--- src/rtl/pio_pkg.sv ---
// Shared constants for the multi-width PIO block: register map, edge modes and bus width.
package pio_pkg;

    localparam int DATA_W = 32;
    localparam int ADDR_W = 3;

    localparam logic [ADDR_W-1:0] ADDR_IN      = 3'd0;
    localparam logic [ADDR_W-1:0] ADDR_OUT     = 3'd1;
    localparam logic [ADDR_W-1:0] ADDR_OUTSET  = 3'd2;
    localparam logic [ADDR_W-1:0] ADDR_OUTCLR  = 3'd3;
    localparam logic [ADDR_W-1:0] ADDR_IRQMASK = 3'd4;
    localparam logic [ADDR_W-1:0] ADDR_EDGECAP = 3'd5;

    localparam int EDGE_RISE = 0;
    localparam int EDGE_FALL = 1;
    localparam int EDGE_ANY  = 2;

endpackage

--- src/rtl/pio_sync_edge.sv ---
// Input synchroniser plus per-bit edge pulses; pulses appear SYNC_STAGES cycles after the pin
// changes and are gated off until SYNC_STAGES+1 cycles after reset release. No backpressure.
module pio_sync_edge
    import pio_pkg::*;
#(
    parameter int W           = 8,
    parameter int SYNC_STAGES = 2,
    parameter int EDGE_MODE   = EDGE_RISE
) (
    input  logic         i_clk,
    input  logic         i_rst,
    input  logic [W-1:0] i_din,
    output logic [W-1:0] o_sync,
    output logic [W-1:0] o_edge
);

    localparam logic [2:0] ARM_VAL = 3'(SYNC_STAGES + 1);

    logic [SYNC_STAGES-1:0][W-1:0] r_chain;
    logic [W-1:0]                  r_prev;
    logic [2:0]                    r_arm_cnt;
    logic                          w_armed;
    logic [W-1:0]                  w_sync;
    logic [W-1:0]                  w_sel;

    if (EDGE_MODE < EDGE_RISE || EDGE_MODE > EDGE_ANY) begin : g_bad_edge_mode
        $error("pio_sync_edge: EDGE_MODE must be 0 (rise), 1 (fall) or 2 (any)");
    end

    always_ff @(posedge i_clk or posedge i_rst) begin
        if (i_rst) begin
            r_chain   <= '0;
            r_prev    <= '0;
            r_arm_cnt <= '0;
        end else begin
            r_chain <= {r_chain[SYNC_STAGES-2:0], i_din};
            r_prev  <= w_sync;
            if (!w_armed) begin
                r_arm_cnt <= r_arm_cnt + 3'd1;
            end
        end
    end

    assign w_sync  = r_chain[SYNC_STAGES-1];
    assign w_armed = (r_arm_cnt == ARM_VAL);

    always_comb begin
        w_sel = '0;
        case (EDGE_MODE)
            EDGE_RISE: w_sel = w_sync & ~r_prev;
            EDGE_FALL: w_sel = ~w_sync & r_prev;
            default:   w_sel = w_sync ^ r_prev;
        endcase
    end

    // Suppressing capture while the chain fills hides pins that were already high at reset.
    assign o_edge = w_armed ? w_sel : '0;
    assign o_sync = w_sync;

endmodule

--- src/rtl/pio_multi.sv ---
// Avalon-MM PIO: configurable-width input with edge capture/irq and output with set/clear.
// Writes land on the sampling edge, reads return one cycle later; the slave never stalls.
module pio_multi
    import pio_pkg::*;
#(
    parameter int               IN_W        = 8,
    parameter int               OUT_W       = 8,
    parameter int               EDGE_MODE   = EDGE_RISE,
    parameter int               SYNC_STAGES = 2,
    parameter logic [OUT_W-1:0] OUT_RESET   = '0
) (
    input  logic              clk_50,
    input  logic              reset_reset,
    input  logic [ADDR_W-1:0] avs_address,
    input  logic              avs_read,
    input  logic              avs_write,
    input  logic [DATA_W-1:0] avs_writedata,
    output logic [DATA_W-1:0] avs_readdata,
    output logic              avs_readdatavalid,
    input  logic [IN_W-1:0]   in_port,
    output logic [OUT_W-1:0]  out_port,
    output logic              irq
);

    if (IN_W < 1 || IN_W > DATA_W || OUT_W < 1 || OUT_W > DATA_W) begin : g_bad_width
        $error("pio_multi: IN_W and OUT_W must be in 1..32");
    end
    if (SYNC_STAGES < 2 || SYNC_STAGES > 4) begin : g_bad_sync
        $error("pio_multi: SYNC_STAGES must be in 2..4");
    end

    logic [OUT_W-1:0]  r_out;
    logic [IN_W-1:0]   r_mask;
    logic [IN_W-1:0]   r_edgecap;
    logic              r_irq;
    logic [DATA_W-1:0] r_rdata;
    logic              r_rvalid;

    logic [IN_W-1:0]   w_sync;
    logic [IN_W-1:0]   w_edge;
    logic [IN_W-1:0]   w_clr;
    logic [OUT_W-1:0]  w_wdat_out;
    logic [IN_W-1:0]   w_wdat_in;
    logic [DATA_W-1:0] w_rd_mux;
    logic              w_unused;

    pio_sync_edge #(
        .W           (IN_W),
        .SYNC_STAGES (SYNC_STAGES),
        .EDGE_MODE   (EDGE_MODE)
    ) u_sync_edge (
        .i_clk  (clk_50),
        .i_rst  (reset_reset),
        .i_din  (in_port),
        .o_sync (w_sync),
        .o_edge (w_edge)
    );

    assign w_wdat_out = avs_writedata[OUT_W-1:0];
    assign w_wdat_in  = avs_writedata[IN_W-1:0];
    assign w_clr      = (avs_write && avs_address == ADDR_EDGECAP) ? w_wdat_in : '0;
    assign w_unused   = ^avs_writedata;

    always_ff @(posedge clk_50 or posedge reset_reset) begin
        if (reset_reset) begin
            r_out  <= OUT_RESET;
            r_mask <= '0;
        end else if (avs_write) begin
            case (avs_address)
                ADDR_OUT:     r_out  <= w_wdat_out;
                ADDR_OUTSET:  r_out  <= r_out | w_wdat_out;
                ADDR_OUTCLR:  r_out  <= r_out & ~w_wdat_out;
                ADDR_IRQMASK: r_mask <= w_wdat_in;
                default: ;
            endcase
        end
    end

    // A new edge in the same cycle as a W1C keeps the bit set so no event is lost.
    always_ff @(posedge clk_50 or posedge reset_reset) begin
        if (reset_reset) begin
            r_edgecap <= '0;
            r_irq     <= 1'b0;
        end else begin
            r_edgecap <= w_edge | (r_edgecap & ~w_clr);
            r_irq     <= |(r_edgecap & r_mask);
        end
    end

    always_comb begin
        w_rd_mux = '0;
        case (avs_address)
            ADDR_IN:      w_rd_mux = DATA_W'(w_sync);
            ADDR_OUT:     w_rd_mux = DATA_W'(r_out);
            ADDR_IRQMASK: w_rd_mux = DATA_W'(r_mask);
            ADDR_EDGECAP: w_rd_mux = DATA_W'(r_edgecap);
            default:      w_rd_mux = '0;
        endcase
    end

    always_ff @(posedge clk_50 or posedge reset_reset) begin
        if (reset_reset) begin
            r_rdata  <= '0;
            r_rvalid <= 1'b0;
        end else begin
            r_rdata  <= avs_read ? w_rd_mux : '0;
            r_rvalid <= avs_read;
        end
    end

    assign avs_readdata      = r_rdata;
    assign avs_readdatavalid = r_rvalid;
    assign out_port          = r_out;
    assign irq               = r_irq;

endmodule

--- config.mk ---
export PLATFORM = sky130hd
export DESIGN_NAME = pio_multi
export DESIGN_NICKNAME = d
export VERILOG_FILES = /design/src/rtl/pio_pkg.sv /design/src/rtl/pio_sync_edge.sv /design/src/rtl/pio_multi.sv
export SDC_FILE = /design/constraint.sdc
export NUM_CORES = 1
export LEC_CHECK = 0
export BUFFER_PORTS_ARGS = -buffer_cell sky130_fd_sc_hd__buf_2
export CORE_UTILIZATION = 42
export CTS_CLUSTER_DIAMETER = 120
export DETAILED_ROUTE_END_ITERATION = 8
export PLACE_DENSITY_LB_ADDON = 0.15
export SYNTH_ARGS = -nofsm -noshare
export SYNTH_HDL_FRONTEND = slang
export SYNTH_HIERARCHICAL = 1
export SYNTH_SLANG_ARGS = --single-unit
--- constraint.sdc ---
create_clock -name clk_50 -period 1.4 [get_ports clk_50]
set_input_delay 0.07 -clock clk_50 [delete_from_list [all_inputs] [get_ports clk_50]]
set_output_delay 0.07 -clock clk_50 [all_outputs]
set_load 0.03 [all_outputs]
* Word-level counts from Yosys, hierarchy flattened
Cells that the tools add are included.
** Word-level totals
- Memory bits (writable) :: 0
- Word-level logic and storage cells :: 37
- Output and inout port bits :: 42
- Bits of input ports :: 47
- Latch bits :: 0
- Memories :: 0
- ROM bits :: 0
- Register bits after elaboration :: 85
** Operators by class
- Mux-type cells :: 5
- Add/subtract/negate cells :: 1
- $lt $le $gt $ge :: 0
- Bitwise gates (word level) :: 9
- $mul :: 0
- Shifts and indexed selects :: 0
- Divide/modulo/power cells :: 0
- Reduce and logical (&&, ||, !) cells :: 6
- Eq/ne operators :: 6
** Operator list (count)
- 8-bit bitwise AND :: 4
- 32-bit 2-to-1 mux :: 1
- 8-bit one-hot mux with 4 select lines :: 1
- 8-bit NOT :: 3
- 8-bit one-hot mux with 3 select lines :: 1
- 8-bit 2-to-1 mux :: 2
- 8-bit OR :: 2
- 3-bit by 2-bit == test with 1-bit output, second input constant :: 3
- 8-bit OR reduction :: 1
- 3-bit == test, second input constant :: 2
- 2-bit AND reduction :: 2
- 3-bit by 1-bit adder with 3-bit output, second input constant :: 1
- 3-bit by 1-bit == test with 1-bit output, second input constant :: 1
- 3-bit zero test :: 1
- 3-bit nonzero test :: 1
- 1-bit logical AND :: 1

* Depth between registers and ports, before layout
- Word-level depth :: 6
- Mapped depth :: 5
- Mapped depth without buffers :: 5

* Modules after synthesis
The synthesis kept the hierarchy.
** By module, submodules not included
- pio_multi :: cells each 152, seq. area each 850.8 µm², area each 1750.4 µm², instances 1
- pio_sync_edge :: cells each 53, seq. area each 675.6 µm², area each 882.1 µm², instances 1

* Least setup slack after synthesis
No wires, ideal clock.
- Path kind :: register to register
- Start point :: register u_sync_edge.r_arm_cnt[0]
- End point :: register r_edgecap[0]
- Stages on the path, launching flop included :: 5
- Data required time :: 1.282 ns
- Arrival time :: 1.127 ns
- Slack :: 0.155 ns
- Cell sequence :: dfrtp_1 ha_1 ha_1 and3b_1 a21o_1
** Between the ends
- Cells in the longest elaborated chain, start to end :: 3
** Ends and longest elaborated chain
- start: declaration :: RTL line pio_sync_edge.sv:21 : logic [2:0] r_arm_cnt;
- start signal: assignment :: RTL line pio_sync_edge.sv:39 : r_arm_cnt <= r_arm_cnt + 3'd1;
- 3-bit by 2-bit == test with 1-bit output :: RTL line pio_sync_edge.sv:45 : assign w_armed = (r_arm_cnt == ARM_VAL);
- 8-bit 2-to-1 mux :: RTL line pio_sync_edge.sv:57 : assign o_edge = w_armed ? w_sel : '0;
- named net w_edge[0] :: RTL line pio_multi.sv:40 : logic [IN_W-1:0] w_edge;
- 8-bit OR :: RTL line pio_multi.sv:85 : r_edgecap <= w_edge | (r_edgecap & ~w_clr);
- end signal: assignment :: RTL line pio_multi.sv:85
- end: declaration :: RTL line pio_multi.sv:34 : logic [IN_W-1:0] r_edgecap;
The timed path passes the listed nets, and every way through them passes these cells.
A chain may end at the register's enable or synchronous reset.

* Worst setup path in the final report
- Start point :: register u_sync_edge.r_arm_cnt[0]
- End point :: register r_edgecap[3]
Same word-level chain as after synthesis.

==> metrics.csv <==
stage,metric,value,unit
timing,hold_violations,0,
final_layout,syn_to_final_growth,17.3,%
global_routing,grt_usage,0.168,
timing,slew_headroom,0.544,
route,totalWireLength,4830,um
setup_path,crit_arrival,1.53,ns
placement,dp_slack,-0.0106,ns
clock_network,cts-buffers-inserted,9,
route,vias_per_cell,4.76,
setup_path,crit_required,1.62,ns
global_routing,grt_pass1_vias,1488,
setup_path,path_cells,"ha_1, ha_2, and3b_1, a21o_1",
floorplanning,die_w,81.2,um
floorplanning,fp.coreArea,0.00599,mm2
clock_network,htreeDepth,3,
timing,layout_setup_ws,0.0906,ns
setup_path,crit_buf_inv,0,
run,maxCapViolations,0,
route,first_iter_violations,93,
floorplanning,ios,89,
global_routing,met1_usage,0.240,
global_routing,top_usage_layer,met1,
status,status,"complete, no violations",
route,drc_errors,0,
setup_path,crit_path_max_incr_delay,0.38,ns
route,ant_nets,0,
power,p_leak,1.52,nW
yosys,synth.distinct_cells,28,
global_routing,use_met2,0.228,
setup_path,cp-end-kind,register,
timing,worstMarginPinSlew,0.681,ns
global_routing,grt_start_max_net_pins,35,
yosys,synth_ff_type,dfrtp_1,
global_routing,gr-usage-met3,0.0382,
global_routing,antenna_found_initial,0,
yosys,avgSynthCellArea,12.8,um2
clock_network,cts_sinks,61,
final_layout,finalInstanceArea,0.00309,mm2
power,vdd_drop_max,0.657,mV
clock_network,cts_root_buf,clkbuf_8,
setup_path,worstSetupPathType,register to register,
placement,placed_cell_area,0.00282,mm2
yosys,synth_top_area_frac,0.580,
floorplanning,row_count,28,
yosys,yosysSeqAreaShare,0.580,
yosys,synth_area_leaders,"dfrtp_1, buf_4, mux2i_1, mux2_2, a22o_1",
clock_network,clk_latency,0.33,ns
route,vias,1629,
yosys,netlist_instances,205,
yosys,synth_top_area_cell,dfrtp_1,
yosys,syn_area,0.00263,mm2
timing,clock.fmax,764,MHz
timing,min_period_over_period,0.935,
worst_hold_path,hp-class,primary input to register,
floorplanning,dieHeight,81.2,um
clock_network,clockBufferDepth,2,
route,routedWlPerCell,14.1,um
timing,setup_violations,0,
clock_network,path_clk_slew,0.06,ns
clock_network,tritoncts,built,
yosys,synthArstFlopShare,1.00,
floorplanning,start_util,0.439,
global_routing,grt_pass1_wl,7760,um
power,power_density,1300,mW/mm2
floorplanning,die_area,0.00659,mm2
timing,rsz0062_at_grt,no,
setup_path,path_delay_family,adder cells,
timing,slew_violations,0,
final_layout,antenna_cells,0,
placement,gp_congestion,0.718,
yosys,ys.warnings.count,6,
placement,dp_hpwl,3300,um
yosys,synth-seq-cells,61,
timing,layout_min_cycle_time,1.31,ns
timing,fin_worst_skew,0.00508,ns
placement,place.port_buffers,40,
setup_path,slowest_stage,dfrtp_1,
final_layout,fin_nets,313,
final_layout,fillerInstances,562,
final_layout,drive_above_1_share,0.292,
yosys,synth_edf_count,0,
setup_path,crit_fanout,8,
global_routing,overflow,0,
route,firstDrtPassIters,4,
setup_path,critPathLaunchType,register,
==> cell type report <==
class / instances / area (um2) / area share
Inverter: 4 / 15.0 / 0.00486
Clock buffer: 13 / 149 / 0.0482
Multi-Input combinational cell: 125 / 900 / 0.291
Timing Repair Buffer: 62 / 393 / 0.127
Clock inverter: 2 / 10.0 / 0.00324
Tap cell: 75 / 93.8 / 0.0304
Sequential cell: 61 / 1530 / 0.495
==> power breakdown <==
part / total (mW) / switching, mW / internal, mW / leakage, nW
logic: 0.685 / 0.415 / 0.270 / 0.730
clock network: 1.29 / 0.611 / 0.676 / 0.0833
registers: 2.03 / 0.107 / 1.93 / 0.709
total: 4.01 / 1.13 / 2.87 / 1.52
==> placed cells by master (no fill, tap or decap), types with 2 or more instances in the layout <==
cell type	instances
a21o_1	8
a22o_1	8
a22oi_1	4
and2_1	8
and3b_1	8
buf_2	40
buf_4	11
clkbuf_1	3
clkbuf_8	10
clkinv_2	2
conb_1	24
dfrtp_1	61
dlygate4sd3_1	11
ha_1	2
inv_1	4
mux2_2	8
mux2i_1	16
nand2_1	10
o21ai_0	9
o22ai_1	8
xnor2_1	2
==> sequential cells by signal, indices dropped and copies added, names as in the netlist <==
signal / flops
irq: 1
u_sync_edge/o_sync: 8
out_port: 8
u_sync_edge/r_arm_cnt: 3
avs_readdata: 8
u_sync_edge/r_prev: 8
r_mask: 8
u_sync_edge/r_chain: 8
r_edgecap: 8
avs_readdatavalid: 1
==> logic make-up after synthesis <==
kind of cell / share of synthesized area
AOI/OAI and AO/OA: 0.0970
xor gates and xnor gates: 0.00666
adders and majority gates: 0.0143
buffers and inverters: 0.112
DFF: 0.580
muxes: 0.101
other: 0.00142
and+or+nand+nor: 0.0879
==> Yosys cell counts (2+ instances only) <==
cell type  count
buf_4         32
o22ai_1        8
and2_1         8
a21o_1         8
mux2_2         8
dfrtp_1       61
xnor2_1        2
clkbuf_1       2
a22o_1         8
inv_1          4
a22oi_1        4
buf_2          2
and3b_1        8
nand2_1       10
mux2i_1       16
ha_1           3
buf_6          2
o21ai_0        9
==> metrics by stage <==
step	std cells	util	hold slack, ns	setup TNS (ns)	power [mW]
3_5_place_dp	316	0.470	0.159	-0.0186	2.74
4_1_cts	342	0.515	0.00341	0	4.07
3_3_place_gp	316	0.470	0.154	0	2.72
6_report	342	0.515	0.0123	0	4.01
5_1_grt	342	0.515	0.00908	0	4.22
2_1_floorplan	228	-	0.101	0	2.59
==> layer usage <==
metal	up-vias	part of all wire
li1	776	-
met2	47	0.44
met1	796	0.49
met4	0	0.024
met5	-	0
met3	10	0.040
==> final timing paths <==
path / from / end / slack [ns] / cells past startpoint
max: u_sync_edge/r_arm_cnt[0] / r_edgecap[3] / 0.09 / 4
min: avs_writedata[0] / out_port[0] / 0.01 / 2
min in group asynchronous: reset_reset / u_sync_edge/o_sync[0] / 0.35 / 4
max in group asynchronous: reset_reset / out_port[6] / 0.70 / 4
max reg2reg: u_sync_edge/r_arm_cnt[0] / r_edgecap[3] / 0.09 / 4
min reg2reg: u_sync_edge/r_chain[5] / u_sync_edge/o_sync[5] / 0.35 / 0
==> timing repair <==
| action | in CTS | in global routing |
|---|---|---|
| hold buffers | 11 | 0 |
| endpoints found under the hold margin | 71 | 0 |
| setup endpoints to repair | 7 | 0 |
| buffers inserted | 0 | 0 |
| resized for setup | 1 | 0 |
Note: power is estimated with default switching activity, not from simulation.
